### src/rtl/i2s_pkg.sv
// i2s_pkg: shared defaults, frame length and FSM encoding
// for the I2S DAC transmit path.
package i2s_pkg;

  localparam int DATA_W_DEF    = 16;
  localparam int SLOT_W_DEF    = 32;
  localparam int BCLK_HALF_DEF = 8;

  typedef enum logic {
    IDLE = 1'b0,
    RUN  = 1'b1
  } state_t;

  function automatic int frame_len(input int slot_w);
    return 2 * slot_w;
  endfunction

  localparam int FRAME_LEN = frame_len(SLOT_W_DEF);

endpackage

### src/rtl/i2s_clk_gen.sv
// i2s_clk_gen: BCLK divider, frame bit counter and LRCK.
// All state idles at 0 while run is low.
module i2s_clk_gen
  import i2s_pkg::*;
#(
  parameter  int SLOT_W    = SLOT_W_DEF,
  parameter  int BCLK_HALF = BCLK_HALF_DEF,
  localparam int FRAME     = frame_len(SLOT_W),
  localparam int CNT_W     = $clog2(FRAME),
  localparam int DIV_W     = (BCLK_HALF > 1) ? $clog2(BCLK_HALF) : 1
) (
  input  logic             clk,
  input  logic             rst,
  input  logic             run,
  output logic             bclk,
  output logic             lrck,
  output logic [CNT_W-1:0] bit_next,
  output logic             bclk_fall,
  output logic             frame_start
);

  logic [DIV_W-1:0] div_cnt;
  logic [CNT_W-1:0] bit_cnt;
  logic             div_tc;
  logic             bit_last;

  assign div_tc      = (div_cnt == DIV_W'(BCLK_HALF - 1));
  assign bit_last    = (bit_cnt == CNT_W'(FRAME - 1));
  assign bclk_fall   = run & div_tc & bclk;
  assign frame_start = bclk_fall & bit_last;
  assign bit_next    = bit_last ? '0 : bit_cnt + 1'b1;

  always_ff @(posedge clk or posedge rst) begin
    if (rst) begin
      div_cnt <= '0;
      bclk    <= 1'b0;
      bit_cnt <= '0;
      lrck    <= 1'b0;
    end else if (!run) begin
      div_cnt <= '0;
      bclk    <= 1'b0;
      bit_cnt <= '0;
      lrck    <= 1'b0;
    end else begin
      div_cnt <= div_tc ? '0 : div_cnt + 1'b1;
      if (div_tc)
        bclk <= ~bclk;
      // LRCK moves on the same BCLK fall as the counter
      if (bclk_fall) begin
        bit_cnt <= bit_next;
        lrck    <= (bit_next >= CNT_W'(SLOT_W));
      end
    end
  end

endmodule

### src/rtl/i2s_dac_serializer.sv
// i2s_dac_serializer: I2S master transmitter for the WM8731 DAC
// with a one-pair holding buffer and valid/ready intake.
module i2s_dac_serializer
  import i2s_pkg::*;
#(
  parameter  int DATA_W    = DATA_W_DEF,
  parameter  int SLOT_W    = SLOT_W_DEF,
  parameter  int BCLK_HALF = BCLK_HALF_DEF,
  localparam int CNT_W     = $clog2(frame_len(SLOT_W))
) (
  input  logic              CLOCK_50,
  input  logic              RESET,
  input  logic              ENABLE,
  input  logic [DATA_W-1:0] SAMPLE_L,
  input  logic [DATA_W-1:0] SAMPLE_R,
  input  logic              SAMPLE_VALID,
  output logic              SAMPLE_READY,
  output logic              AUD_BCLK,
  output logic              AUD_DACLRCK,
  output logic              AUD_DACDAT,
  output logic              UNDERRUN
);

  state_t            state;
  logic [DATA_W-1:0] hold_l;
  logic [DATA_W-1:0] hold_r;
  logic [DATA_W-1:0] shift_l;
  logic [DATA_W-1:0] shift_r;
  logic              hold_full;
  logic              hold_full_n;
  logic              run;
  logic              accept;
  logic              start;
  logic              load;
  logic              bclk_fall;
  logic              frame_start;
  logic [CNT_W-1:0]  bit_next;
  logic [CNT_W-1:0]  pos;
  logic              slot_r;
  logic              in_data;

  assign run = (state == RUN);

  i2s_clk_gen #(
    .SLOT_W    (SLOT_W),
    .BCLK_HALF (BCLK_HALF)
  ) u_clk (
    .clk         (CLOCK_50),
    .rst         (RESET),
    .run         (run),
    .bclk        (AUD_BCLK),
    .lrck        (AUD_DACLRCK),
    .bit_next    (bit_next),
    .bclk_fall   (bclk_fall),
    .frame_start (frame_start)
  );

  assign accept      = SAMPLE_VALID & SAMPLE_READY;
  assign start       = ENABLE & (~run | frame_start);
  assign load        = start & hold_full;
  assign hold_full_n = accept | (hold_full & ~load);

  assign slot_r  = (bit_next >= CNT_W'(SLOT_W));
  assign pos     = slot_r ? bit_next - CNT_W'(SLOT_W) : bit_next;
  assign in_data = (pos != '0) && (pos <= CNT_W'(DATA_W));

  always_ff @(posedge CLOCK_50 or posedge RESET) begin
    if (RESET) begin
      state        <= IDLE;
      hold_l       <= '0;
      hold_r       <= '0;
      shift_l      <= '0;
      shift_r      <= '0;
      hold_full    <= 1'b0;
      SAMPLE_READY <= 1'b0;
      UNDERRUN     <= 1'b0;
      AUD_DACDAT   <= 1'b0;
    end else begin
      hold_full    <= hold_full_n;
      SAMPLE_READY <= ~hold_full_n;
      UNDERRUN     <= start & ~hold_full;
      if (accept) begin
        hold_l <= SAMPLE_L;
        hold_r <= SAMPLE_R;
      end
      unique case (state)
        IDLE: begin
          AUD_DACDAT <= 1'b0;
          if (ENABLE)
            state <= RUN;
        end
        RUN: begin
          // rotate, not shift, so an underrun can replay the pair
          if (bclk_fall) begin
            AUD_DACDAT <= 1'b0;
            if (in_data && !slot_r) begin
              AUD_DACDAT <= shift_l[DATA_W-1];
              shift_l    <= {shift_l[DATA_W-2:0], shift_l[DATA_W-1]};
            end
            if (in_data && slot_r) begin
              AUD_DACDAT <= shift_r[DATA_W-1];
              shift_r    <= {shift_r[DATA_W-2:0], shift_r[DATA_W-1]};
            end
          end
          if (frame_start && !ENABLE)
            state <= IDLE;
        end
      endcase
      if (load) begin
        shift_l <= hold_l;
        shift_r <= hold_r;
      end
    end
  end

endmodule

### config.mk
export PLATFORM = sky130hd
export DESIGN_NAME = i2s_dac_serializer
export DESIGN_NICKNAME = d
export VERILOG_FILES = /design/src/rtl/i2s_pkg.sv /design/src/rtl/i2s_clk_gen.sv /design/src/rtl/i2s_dac_serializer.sv
export SDC_FILE = /design/constraint.sdc
export NUM_CORES = 1
export LEC_CHECK = 0
export CORE_ASPECT_RATIO = 1.2
export CORE_MARGIN = 5
export CORE_UTILIZATION = 55
export DETAILED_ROUTE_END_ITERATION = 10
export GPL_TIMING_DRIVEN = 1
export PLACE_DENSITY_LB_ADDON = 0.12
export SYNTH_ARGS = -nofsm -noshare
export SYNTH_HDL_FRONTEND = slang
export SYNTH_SLANG_ARGS = --single-unit
### constraint.sdc
create_clock -name CLOCK_50 -period 3.1 [get_ports CLOCK_50]
set_input_delay 0.465 -clock CLOCK_50 [delete_from_list [all_inputs] [get_ports CLOCK_50]]
set_output_delay 0.465 -clock CLOCK_50 [all_outputs]
set_load 0.03 [all_outputs]
# == Yosys cells after proc, flatten, opt, wreduce, memory -nomap -nowiden ==
# Index checks and enable logic that the tools add are counted.
# totals
reg_bits,80
input_bits,36
# classes
n_addsub,3
magnitude_cmp,2
n_eq_ne,4
muxes,25
bitwise,15
n_reduce_logical,13
# ops
operator,count
$mux 16,8
$mux 6,4
$mux 1,9
$and 1x1->1,8
$reduce_bool 2->1,4
$add 6x1->6 const B,1
$eq 6x6->1 const B,1
$ge 6x6->1 const B,1
$le 6x5->1 const B,1
$mux 3,2
$reduce_and 3->1,2
$reduce_bool 6->1,1
$sub 6x6->6 const B,1
$not 1->1,5
$logic_and 1x1->1,4
$ne 2x1->1 const B,2
$pmux 1 s2,2
$add 3x1->3 const B,1
$eq 3x3->1 const B,1
$logic_not 1->1,2
$or 1x1->1,2

# == Logic depth before layout (Yosys ltp) ==
# logic_depth
word_depth,11
ltp_mapped,11
depth_no_buf,9

# == Cells and area by module ==
# Synthesis repeated with hierarchy kept, for this count alone.
# hier_totals
hier_cells,258
hier_area_um2,3462.1
# by_module_without_submodules
module,instances,cells_each,area_per_inst_um2,seq_area_each_um2
i2s_dac_serializer,1,199,2869.0,1726.7
i2s_clk_gen,1,59,593.1,275.3

# == Worst setup path before layout ==
# Ideal clock, no wire load.
# synth_timing
kind,register to register
start,reg u_clk.bit_cnt[0]
end,reg shift_l[0]
t_arrival_ps,2224
setup_slack_ps,752
path_stages_with_launch,12
path_cell_list,dfrtp_1 > ha_1 > nand4_2 > o21ai_0 > and3_1 > ha_1 > nor3b_2 > nor3b_2 > buf_6 > buf_8 > mux2i_1 > o21ai_1
# synth_via
elab_chain_len,9
word_cells_on_any_way,20
classes_between,add/sub: 2; order compare: 2; eq/ne: 1; mux: 3; bitwise: 4; reduce/logical: 8
# synth_lines
element,line_no,text
from (decl),i2s_clk_gen.sv:23,logic [CNT_W-1:0] bit_cnt;
from (signal assigned),i2s_clk_gen.sv:50,bit_cnt <= bit_next;
$add 6x1->6 or $eq 6x6->1 (tied branches),"i2s_clk_gen.sv:31, i2s_clk_gen.sv:28",
$mux 6,i2s_clk_gen.sv:31,assign bit_next = bit_last ? '0 : bit_cnt + 1'b1;
$sub 6x6->6 or $ge 6x6->1 (tied branches),"i2s_dac_serializer.sv:64, i2s_dac_serializer.sv:63",
$mux 6,i2s_dac_serializer.sv:64,assign pos = slot_r ? bit_next - CNT_W'(SLOT_W) : bit_next;
$le 6x5->1 or $reduce_bool 6->1 (tied branches),i2s_dac_serializer.sv:65,assign in_data = (pos != '0) && (pos <= CNT_W'(DATA_W));
$logic_and 1x1->1,i2s_dac_serializer.sv:65,
$logic_and 1x1->1,i2s_dac_serializer.sv:96,if (in_data && !slot_r) begin
$reduce_bool 2->1 (no source line),-,
$reduce_and 3->1 (no source line),-,
to (signal assigned),i2s_dac_serializer.sv:98,"shift_l <= {shift_l[DATA_W-2:0], shift_l[DATA_W-1]};"
to (signal assigned),i2s_dac_serializer.sv:110,shift_l <= hold_l;
to (decl),i2s_dac_serializer.sv:27,logic [DATA_W-1:0] shift_l;
# Parallel ways exist; a longest one is shown, timed or not.
# A chain may end at the register's enable or synchronous reset.

# == Worst setup path after layout ==
# layout_timing
start,reg u_clk.bit_cnt[0]
end,reg shift_l[1]
# The elaborated chain is that of the path after synthesis.

==> reports/metrics.cfg <==
[logic_synthesis]
synth.net_count = 335
synthTopCellsByArea = dfrtp_1 (58%), mux2_2 (10%), nand2_1 (5.9%), nand3_1 (4.8%), mux2i_1 (4.6%)
synth_cell_types = 36
synthSimpleGateAreaFrac_pct = 14.94
ys_seq_elements = 80
syn_inst = 295
avgSynthCellArea_um2 = 11.70
synth_most_common_cell = dfrtp_1
synth_edf_count = 0
synth_xor_area_share_pct = 1.269
synth_top_area_share_pct = 58.01
ys_async_sr_fraction_pct = 100.0
synthMuxAreaShare_pct = 15.08
synth_top_family_by_area = multiplexers
synth-compound-area-share_pct = 5.874
synth_ff_type = dfrtp_1
ys_seq_area_share_pct = 58.01
synthTopCellsByCount = dfrtp_1 (80), nand2_1 (54), nand3_1 (33), mux2_2 (32), mux2i_1 (16)
yosys.area_share.adder_pct = 1.450
syn_area_um2 = 3451
synth_largest_area_cell = dfrtp_1
yosysWarnings = 0

[clock_tree]
cts_tree = done
cts_buffers = 9
worstSkewPairLatency_ns = 0.33
clkTransAtPathRegs_ns = 0.08
cts_max_level = 3
cts.sinks = 80
cts_resized = 0
postCtsHoldBufs = 0
post_cts_buffers = 0
clockBufferDepth = 2
cts_root_buf = clkbuf_8

[global_routing]
grt_overflow = 0
antenna_found_initial = 0
grt_use_total_pct = 16.88
grt_pass1_vias = 2435
grt_max_degree = 48
grt_pass1_wl_mm = 10.67

[sta]
drv_slew = 0
rsz0062_at_grt = false
finalHoldViolCount = 0
setup_viol = 0
clock_skew_ns = 0.006827
period_needed_ns = 2.577
slew_headroom_pct = 21.34
worst_pin_slew_ns = 1.172
finalWorstSetupSlack_ns = 0.5227
period_share_pct = 83.14
timing.fmax_mhz = 388.0
fin_tns_setup_ns = 0

[critical_path]
r2r_end = shift_l[1]$_DFFE_PP0P_
critPathKind = flip-flop to flip-flop
crit_chain = ha_1, nand4_2, o21ai_0, and3_1, ha_1, nor3b_2, nor3b_2, buf_4, mux2i_1, o21ai_1
max_stage_delay_ns = 0.41
slowest_stage = dfrtp_1
critPathArrivalTime_ns = 2.78
reg2reg_from = u_clk.bit_cnt[0]$_DFFE_PP0P_
rrSetupSlack_ns = 0.52
reg2reg_depth = 10
cp-end-kind = flip-flop
required_ns = 3.30
cp_max_fo = 17
cp-start-kind = flip-flop

[final_layout]
drive_gt1_share_pct = 16.72
diodes = 0
syn_to_final_growth_pct = 18.53
fin_nets = 377

[floorplanning]
die_h_um = 96.77
initial_core_util_pct = 56.67
die_w_um = 82.31
num_rows = 31
die-area_um2 = 7965
core_um2 = 6090
io_pins = 41

[route]
drt-total-wl_mm = 5.870
vias = 2290
ant_nets = 0
dr.first_iter.drc_count = 60
first_pass_iters = 4
remaining_drc_errors = 0
viasPerCell = 5.414
wl_per_cell_um = 13.88

[place]
hpwlAfterDp_mm = 3.939
globalplace.congestion = 0.8274
numPortBuffers = 40
pre_cts_slack_ns = 0.5254

[min_path]
hold_depth = 1
hp-start = u_clk.div_cnt[0]$_DFF_PP0_
whs_endpoint = u_clk.div_cnt[0]$_DFF_PP0_
hp-class = flip-flop to flip-flop

[power_and_ir_drop]
powerDensity_nw_per_um2 = 547.8
irDropWorstVdd_mv = 0.3481
power.leakage_nw = 1.622

[run]
drv_cap = 0

[run_status]
outcome = finished, final reports clean

[cell type report]
| cell class | instances | area [um2] |
|---|---|---|
| clock buffer | 12 | 145.1 |
| clock inverter | 3 | 42.54 |
| fill | 507 | 1999 |
| inverter | 4 | 15.01 |
| multi-input combinational | 197 | 1333 |
| sequential | 80 | 2002 |
| tap | 82 | 102.6 |
| timing repair buffer | 45 | 450.4 |
[where the power goes]
| group | internal (W) | leakage [nW] | total [W] | switching, W |
|---|---|---|---|---|
| Sequential | 0.00120 | 0.849 | 0.00127 | 0.0000753 |
| Combinational | 0.000162 | 0.680 | 0.000232 | 0.0000706 |
| Clock | 0.000389 | 0.0925 | 0.000735 | 0.000346 |
| Total | 0.00175 | 1.62 | 0.00224 | 0.000492 |
[worst max path at each step]
stage,startpoint,end,cells past startpoint
3_5_place_dp,u_clk.bit_cnt[0]$_DFFE_PP0P_,shift_l[10]$_DFFE_PP0P_,10
6_report,u_clk.bit_cnt[0]$_DFFE_PP0P_,shift_l[1]$_DFFE_PP0P_,10
2_1_floorplan,RESET,AUD_DACDAT$_DFFE_PP0P_,1
5_1_grt,u_clk.bit_cnt[0]$_DFFE_PP0P_,shift_l[2]$_DFFE_PP0P_,10
4_1_cts,u_clk.bit_cnt[0]$_DFFE_PP0P_,shift_l[10]$_DFFE_PP0P_,10
3_3_place_gp,u_clk.bit_cnt[0]$_DFFE_PP0P_,shift_l[0]$_DFFE_PP0P_,10
[stage by stage]
stage,cells,hold WS (ns),power (W),util (%),cell area [um2]
finish,423,0.4472,0.002241,67.17,4090
global route,423,0.4823,0.002358,67.17,4090
CTS,423,0.4564,0.002273,67.17,4090
detailed placement,408,0.4453,0.001533,64.08,3902
global placement,408,0.4262,0.001522,64.08,3902
floorplan,295,0.4156,0.001436,-,3451
[layout by cell type (no fill, tap or decap), types with 2 or more instances in the layout]
cell,Yosys,final
o21a_1,2,2
a21boi_0,4,4
mux2i_1,16,16
buf_4,4,4
and2_1,5,5
nand2_1,54,54
xnor2_1,4,4
inv_1,4,3
mux2_2,32,32
o21ai_0,7,7
clkbuf_1,1,2
o211a_1,3,3
nor2_1,2,2
clkbuf_8,0,10
ha_1,4,4
nor3_1,2,2
clkdlybuf4s50_1,0,40
nand3_1,33,33
nor3b_2,2,2
dfrtp_1,80,80
and3_1,2,2
o21ai_1,13,13
[per-layer routing]
metal  track usage, %  up-vias  share of wire, %
met2            27.84       40                51
met1            21.22     1141                43
met3            3.996        8               3.8
met5                0        -                 0
li1                 -     1101                 -
met4            6.010        0               1.7
[critical path: cells and delay by family (launching register included)]
kind	cells	cell delay, ns
muxes	1	0.25
DFF	1	0.41
buffers and inverters	1	0.30
adders and majority gates	2	0.48
and+or+nand+nor	4	0.75
AOI/OAI and AO/OA	2	0.25
[cell families (layout without fill, tap and decap cells)]
| group | count (synthesis) | count (layout) |
|---|---|---|
| AO/OA/AOI/OAI | 32 | 32 |
| XOR/XNOR | 5 | 5 |
| adder cells (fa/ha/maj) | 4 | 4 |
| buffers and inverters | 18 | 64 |
| flip-flops | 80 | 80 |
| multiplexers | 48 | 48 |
| AND/OR/NAND/NOR | 108 | 108 |
[state kept, by name, summed over array words and instances, names as in the netlist]
name and cells:
UNDERRUN 1, u_clk.lrck 1, shift_r 16, u_clk.bit_cnt 6
hold_l 16, hold_full 1, run 1, hold_r 16
SAMPLE_READY 1, shift_l 16, AUD_DACDAT 1, u_clk.bclk 1
u_clk.div_cnt 3
No activity file was read; power rests on OpenSTA's default activity.
